===== config.mk =====
export PLATFORM = sky130hd
export DESIGN_NAME = param_stack_flat
export DESIGN_NICKNAME = d
export VERILOG_FILES = /design/src/rtl/param_stack_if.sv /design/src/rtl/param_stack.sv /design/src/flat_wrapper.sv
export SDC_FILE = /design/constraint.sdc
export NUM_CORES = 1
export LEC_CHECK = 0
export CORE_ASPECT_RATIO = 0.75
export CORE_MARGIN = 8
export CORE_UTILIZATION = 50
export DETAILED_ROUTE_END_ITERATION = 10
export PLACE_DENSITY_LB_ADDON = 0.12
export SYNTH_ARGS = -nofsm -noshare
export SYNTH_HDL_FRONTEND = slang
export SYNTH_SLANG_ARGS = --single-unit

===== constraint.sdc =====
create_clock -name i_clk -period 3.8 [get_ports i_clk]
set_input_delay 0.76 -clock i_clk [delete_from_list [all_inputs] [get_ports i_clk]]
set_output_delay 0.76 -clock i_clk [all_outputs]
set_load 0.01 [all_outputs]

===== src/rtl/param_stack_if.sv =====
// Push/pop handshake and status bundle for param_stack.
// The master drives the strobes and data. The slave is the stack and drives the read port and flags.
interface param_stack_if #(
  parameter int WIDTH = 8,
  parameter int AW    = 5
);
  logic             push;
  logic             pop;
  logic [WIDTH-1:0] din;
  logic [WIDTH-1:0] dout;
  logic             dout_valid;
  logic [AW:0]      count;
  logic             empty;
  logic             full;
  logic             almost_full;
  logic             overflow;
  logic             underflow;

  modport master (
    output push, pop, din,
    input  dout, dout_valid, count, empty, full, almost_full, overflow, underflow
  );

  modport slave (
    input  push, pop, din,
    output dout, dout_valid, count, empty, full, almost_full, overflow, underflow
  );
endinterface


===== src/rtl/param_stack.sv =====
// Parametrised LIFO stack with a registered read port, status flags and error pulses.
// A simultaneous push and pop replaces the top entry, or passes din straight through when the stack is empty.
module param_stack #(
  parameter int WIDTH     = 8,
  parameter int DEPTH     = 32,
  parameter int AW        = 5,
  parameter int AFULL_LVL = 30
) (
  input  logic         i_clk,
  input  logic         i_rst,
  param_stack_if.slave s_if
);

  localparam logic [AW:0] LP_DEPTH = (AW+1)'(DEPTH);
  localparam logic [AW:0] LP_AFULL = (AW+1)'(AFULL_LVL);

  logic [WIDTH-1:0] r_mem [DEPTH];
  logic [AW:0]      r_sp;
  logic [WIDTH-1:0] r_dout;
  logic             r_dout_valid;
  logic             r_overflow;
  logic             r_underflow;

  logic          w_empty;
  logic          w_full;
  logic          w_do_push;
  logic          w_do_pop;
  logic          w_replace;
  logic          w_bypass;
  logic          w_wr_en;
  logic [AW-1:0] w_top_idx;
  logic [AW-1:0] w_wr_idx;

  assign w_empty   = (r_sp == '0);
  assign w_full    = (r_sp == LP_DEPTH);
  assign w_do_push = s_if.push & ~s_if.pop & ~w_full;
  assign w_do_pop  = s_if.pop & ~s_if.push & ~w_empty;
  assign w_replace = s_if.push & s_if.pop & ~w_empty;
  assign w_bypass  = s_if.push & s_if.pop & w_empty;
  assign w_wr_en   = ~i_rst & (w_do_push | w_replace);

  // At sp == 2**AW the low bits are zero, so the subtraction wraps to the correct top slot.
  assign w_top_idx = r_sp[AW-1:0] - {{(AW-1){1'b0}}, 1'b1};
  assign w_wr_idx  = w_replace ? w_top_idx : r_sp[AW-1:0];

  // The storage array has no reset: its contents are invisible while sp is 0.
  always_ff @(posedge i_clk) begin
    if (w_wr_en) begin
      r_mem[w_wr_idx] <= s_if.din;
    end
  end

  always_ff @(posedge i_clk) begin
    if (i_rst) begin
      r_sp         <= '0;
      r_dout       <= '0;
      r_dout_valid <= 1'b0;
      r_overflow   <= 1'b0;
      r_underflow  <= 1'b0;
    end else begin
      r_dout_valid <= w_do_pop | w_replace | w_bypass;
      r_overflow   <= s_if.push & ~s_if.pop & w_full;
      r_underflow  <= s_if.pop & ~s_if.push & w_empty;
      if (w_do_push) begin
        r_sp <= r_sp + 1'b1;
      end else if (w_do_pop) begin
        r_sp <= r_sp - 1'b1;
      end
      if (w_do_pop | w_replace) begin
        r_dout <= r_mem[w_top_idx];
      end else if (w_bypass) begin
        r_dout <= s_if.din;
      end
    end
  end

  assign s_if.dout        = r_dout;
  assign s_if.dout_valid  = r_dout_valid;
  assign s_if.count       = r_sp;
  assign s_if.empty       = w_empty;
  assign s_if.full        = w_full;
  assign s_if.almost_full = (r_sp >= LP_AFULL);
  assign s_if.overflow    = r_overflow;
  assign s_if.underflow   = r_underflow;

endmodule


===== src/flat_wrapper.sv =====
// flat-port wrapper written by rule: the top's interface ports become plain ports
module param_stack_flat 
#(
  parameter int WIDTH     = 8,
  parameter int DEPTH     = 32,
  parameter int AW        = 5,
  parameter int AFULL_LVL = 30
)
  (i_clk, i_rst, s_if_push, s_if_pop, s_if_din, s_if_dout, s_if_dout_valid, s_if_count, s_if_empty, s_if_full, s_if_almost_full, s_if_overflow, s_if_underflow);
  param_stack_if #(.WIDTH(WIDTH), .AW(AW)) s_if_i ();
  input  logic i_clk;
  input  logic i_rst;
  input wire logic [$bits(s_if_i.push)-1:0] s_if_push;
  input wire logic [$bits(s_if_i.pop)-1:0] s_if_pop;
  input wire logic [$bits(s_if_i.din)-1:0] s_if_din;
  output wire logic [$bits(s_if_i.dout)-1:0] s_if_dout;
  output wire logic [$bits(s_if_i.dout_valid)-1:0] s_if_dout_valid;
  output wire logic [$bits(s_if_i.count)-1:0] s_if_count;
  output wire logic [$bits(s_if_i.empty)-1:0] s_if_empty;
  output wire logic [$bits(s_if_i.full)-1:0] s_if_full;
  output wire logic [$bits(s_if_i.almost_full)-1:0] s_if_almost_full;
  output wire logic [$bits(s_if_i.overflow)-1:0] s_if_overflow;
  output wire logic [$bits(s_if_i.underflow)-1:0] s_if_underflow;
  assign s_if_i.push = s_if_push;
  assign s_if_i.pop = s_if_pop;
  assign s_if_i.din = s_if_din;
  assign s_if_dout = s_if_i.dout;
  assign s_if_dout_valid = s_if_i.dout_valid;
  assign s_if_count = s_if_i.count;
  assign s_if_empty = s_if_i.empty;
  assign s_if_full = s_if_i.full;
  assign s_if_almost_full = s_if_i.almost_full;
  assign s_if_overflow = s_if_i.overflow;
  assign s_if_underflow = s_if_i.underflow;
  param_stack #(.WIDTH(WIDTH), .DEPTH(DEPTH), .AW(AW), .AFULL_LVL(AFULL_LVL)) u_core (.i_clk(i_clk), .i_rst(i_rst), .s_if(s_if_i));
endmodule

# Yosys cells after proc, flatten, opt, wreduce, memory -nomap -nowiden
# Memory sizes are Yosys's and may differ from the RTL's.
# Cells that the tools add are included.
# op_classes
addsub	3
muxes	7
n_eq_ne	1
n_reduce_logical	3
magnitude_cmp	1
bitwise	18
# op_table
cell	n
$mux W8	2
$mux W6	2
$and A1 B1 Y1	10
$add A6 B1 Y6 const B	1
$eq A6 B6 Y1 const B	1
$ge A6 B5 Y1 const B	1
$logic_not A6 Y1	1
$sub A6 B1 Y6 const B	1
$mux W5	1
$not A1 Y1	5
$sub A5 B1 Y5 const B	1
$reduce_bool A2 Y1	2
$or A1 B1 Y1	3
$mux W1	2
# totals
ramBits	256
wordCells	39
input_bits	12
out_inout_bits	20
reg_bits	17
n_memories	1
# mem_list
name	words	width	rd	rd_ports_with_merged_regs	write_ports	line_no	text
u_core.r_mem	32	8	1	0	1	param_stack.sv:17	logic [WIDTH-1:0] r_mem [DEPTH];

# Longest topological paths before layout
# logic_depth
depth_word	7
depth_mapped	15
mapped_depth_nobuf	12

# Worst setup path before layout
# No wires, ideal clock.
# synth_path
path_kind	register to register
start	register u_core.r_sp[0], in the netlist u_core.s_if.count[0]
end	memory u_core.r_mem[9][0], enable pin
path_buffers	5
slack_ns	0.464
required_time_ns	3.427
stages_incl_launch_ff	14
period_less_slack_ns	3.336
arrival_ns	2.963
setup_time_ns	0.373
path_cell_list	dfxtp_1 -> buf_6 -> buf_4 -> buf_4 -> inv_2 -> ha_1 -> buf_2 -> xnor2_1 -> nand3_1 -> o21ai_0 -> buf_2 -> a31oi_1 -> o21ai_0 -> nor2b_1
# synth_via
elab_cells_between_ends	12
cone_classes	1 x add/sub; 1 x eq/ne; 3 x mux; 6 x bitwise; 1 x reduce/logical
# synth_rtl
item	line_no	text
start: declaration	param_stack.sv:18	logic [AW:0] r_sp;
start signal: assignment	param_stack.sv:65	r_sp <= r_sp + 1'b1;
start signal: assignment	param_stack.sv:67	r_sp <= r_sp - 1'b1;
$sub A5 B1 Y5	param_stack.sv:43	assign w_top_idx = r_sp[AW-1:0] - {{(AW-1){1'b0}}, 1'b1};
named net u_core.w_top_idx[0]	param_stack.sv:31	logic [AW-1:0] w_top_idx;
$mux W5	param_stack.sv:44	assign w_wr_idx = w_replace ? w_top_idx : r_sp[AW-1:0];
end: declaration	param_stack.sv:17	
# The timed path passes the listed nets, and every way through them passes these cells.

# Worst setup path after layout
# layout_path
start	register u_core.r_sp[0], in the netlist u_core.s_if.count[0]
end	output port s_if_empty
# layout_via
elab_chain_cells	1
# layout_lines
item	line_no	text
$logic_not A6 Y1	param_stack.sv:34	assign w_empty = (r_sp == '0);
end: declaration	flat_wrapper.sv:19	output wire logic [$bits(s_if_i.empty)-1:0] s_if_empty;
# No other way between the ends.

==> flow_metrics.tcl <==
set metrics [dict create \
    p_per_area_nw_per_um2 719.4 \
    critical_path_class "reg -> out" \
    finalClockSkew_ps 9.190 \
    grt_pass1_vias 6256 \
    initial_utilization_pct 51.05 \
    hp-start "u_core.s_if.count[5]" \
    first_pass_iters 5 \
    final_nets 743 \
    layout-drive-gt1-share_pct 22.40 \
    hold_ws_ps 532.9 \
    fillCellCount 1690 \
    fin_ws_ps 386.9 \
    crit_path_max_incr_delay_ps 570 \
    setup_violations 0 \
    route.vias.total 6211 \
    worst-path-max-fanout 25 \
    via_per_inst 6.001 \
    grt_use_total_pct 19.23 \
    ys.warnings.count 0 \
    synth-edff-count 256 \
    worstPathRequired_ps 3040 \
    min_to "u_core.s_if.overflow" \
    synth_cell_types 56 \
    path_cells "inv_2, ha_2, nor4b_4, nand2_2, inv_1, clkdlybuf4s50_1" \
    timing.rr.start "u_core.s_if.count[0]" \
    tightest_slew_ps 841.6 \
    cts_tree "done" \
    row_count 47 \
    synth_fp_nets 671 \
    clock_latency_ps 530 \
    min_period_ps 3413 \
    design_area_um2 12970 \
    rsz0062_at_grt "no" \
    post_cts_buffers 0 \
    drtAntennaViolNets 0 \
    mostFrequentLayoutCell "edfxtp_1" \
    cp.buffers_inverters 3 \
    cp.arrival_ps 2650 \
    startpoint_type "flip-flop" \
    die_area_um2 27690 \
    syn-mean-instance-area_um2 17.34 \
    die_w_um 189.5 \
    critPathTopFamily "buffers and inverters" \
    ff2ff_setup_slack_ps 390 \
    synth-async-reset-ratio_pct 0 \
    ys_seq_area_share_pct 71.12 \
    dpl-instance-area_um2 12190 \
    finalSetupTns_ps 0 \
    synthCells 651 \
    clock-sinks 273 \
    worst-r2r-cell-count 8 \
    holdPathStages 2 \
    gp_congestion 0.8447 \
    synth_area_um2 11290 \
    endpoint_kind "primary output" \
    slew_headroom_pct 43.69 \
    coreArea_um2 22110 \
    port_buffers 31 \
    postCtsResizedCells 0 \
    irDropWorstVdd_mv 0.3894 \
    final_cell_mix "256 x edfxtp_1, 64 x nand2_1, 63 x mux4_2" \
    routed_wirelength_um 26440 \
    drt_iter0_markers 630 \
    timing_hold_violations_final 0 \
    synthFlopType "edfxtp_1" \
    die_h_um 146.1 \
    wl_per_cell_um 25.55 \
    cts_buffer_depth 3 \
    hpwl_um 16900 \
    final_cells 1035 \
    drc_errors 0 \
    synthToLayoutAreaGrowth_pct 14.89 \
    pre_cts_ws_ps 267.2 \
    antenna_found_initial 0 \
    drv_cap 0 \
    total_leakage_power_nw 4.195 \
    num_antenna_cells 0 \
    status "complete, no violations" \
    ys_seq_elements 273 \
    io_pins 32 \
    grt_max_degree 56 \
    placedCellCount 989 \
    cts_buffers 26 \
    reg2reg_to "u_core.r_mem[22][7]" \
    max_freq_mhz 293.0 \
    hold_path_class "reg -> reg" \
    min_period_over_period_pct 89.82 \
    clk_pin_slew_ps 70 \
    grt_pass1_wl_um 40420 \
    htreeDepth 1 \
    drv_slew 0 \
    worst_path_max_delay_cell "clkdlybuf4s50_1" \
    hold_buffers 0 \
    clockRootBuffer "clkbuf_16" \
    gr-total-overflow 0 \
]
-- area by class of cell --
| cell class | count | area (µm²) | area share (%) |
|---|---|---|---|
| Timing Repair Buffer | 78 | 675.6 | 5.210 |
| Sequential cell | 273 | 8031 | 61.93 |
| Multi-Input combinational cell | 329 | 3054 | 23.55 |
| Clock inverter | 13 | 106.4 | 0.8201 |
| Tap cell | 294 | 367.9 | 2.836 |
| Inverter | 15 | 56.30 | 0.4342 |
| Clock buffer | 33 | 676.9 | 5.219 |
-- routing by layer --
metal / vias to the layer above / track usage, % / share of wire [%]
met4: 0 / 4.875 / 2.4
met1: 3228 / 29.31 / 46
met2: 218 / 28.29 / 45
met5: - / 0 / 0
li1: 2721 / - / -
met3: 44 / 3.213 / 6.5
-- power breakdown --
part / switching [W] / internal, W
Combinational: 0.00199 / 0.00137
Clock: 0.00107 / 0.00133
Sequential: 0.000151 / 0.00342
-- worst register-to-register path, cell delays in order, from the launching register on --
cell and delay, ps:
dfxtp_4 490, inv_2 190, ha_1 540, o21ai_0 240
o32a_1 210, o22ai_1 350, a21oi_1 170, a2bb2oi_1 190
nor2_1 670
-- cell usage after synthesis, types with 3 or more instances --
master	instances	share of area [%]
edfxtp_1	256	68
nand2_1	64	2.1
mux4_2	63	13
nor2_1	34	1.1
nand3_1	24	1.1
dfxtp_1	17	3.0
clkbuf_1	16	0.53
inv_1	14	0.47
o21ai_0	14	0.62
buf_2	11	0.49
a21oi_1	10	0.44
a31oi_1	9	0.50
a22oi_1	8	0.53
and2_1	8	0.44
ha_1	7	0.78
nand2b_1	7	0.39
nand4_1	7	0.39
nor3_1	7	0.31
xnor2_1	7	0.54
buf_4	5	0.33
nor2b_1	5	0.28
a21o_1	4	0.27
mux2i_1	4	0.35
nor3_2	3	0.27
nor4_1	3	0.17
o21ai_1	3	0.13
o21bai_1	3	0.20
-- state kept, by name, summed over array words and instances, names as in the netlist --
register and count:
u_core.s_if.dout_valid 1, u_core.s_if.dout 8, u_core.s_if.count 6, u_core.r_mem 256, u_core.s_if.underflow 1, u_core.s_if.overflow 1
-- kinds of logic after synthesis --
| family | synth area share [%] |
|---|---|
| AO/OA/AOI/OAI | 4.644 |
| AND/OR/NAND/NOR | 7.216 |
| multiplexers | 13.39 |
| buffers and inverters | 1.984 |
| flip-flops | 71.12 |
| XOR/XNOR | 0.6983 |
| adder cells (fa/ha/maj) | 0.9532 |
-- worst max path at each step --
stage                    startpoint                  end  slack [ps]  cells past startpoint
2_1_floorplan  u_core.s_if.count[0]   u_core.r_mem[9][0]         460                     13
3_3_place_gp              s_if_push   u_core.r_mem[3][0]         350                      7
3_5_place_dp              s_if_push  u_core.r_mem[19][4]         270                      7
4_1_cts        u_core.s_if.count[0]           s_if_empty         390                      6
5_1_grt        u_core.s_if.count[0]  u_core.r_mem[22][3]         250                      8
6_report       u_core.s_if.count[0]           s_if_empty         390                      6
-- metrics by stage --
step	util, %	total power (W)
6_report	58.65	0.009330
5_1_grt	58.65	0.009769
4_1_cts	58.65	0.009377
3_5_place_dp	55.11	0.006968
3_3_place_gp	55.11	0.006923
2_1_floorplan	-	0.005791
Power figures use the tool's default switching activity.
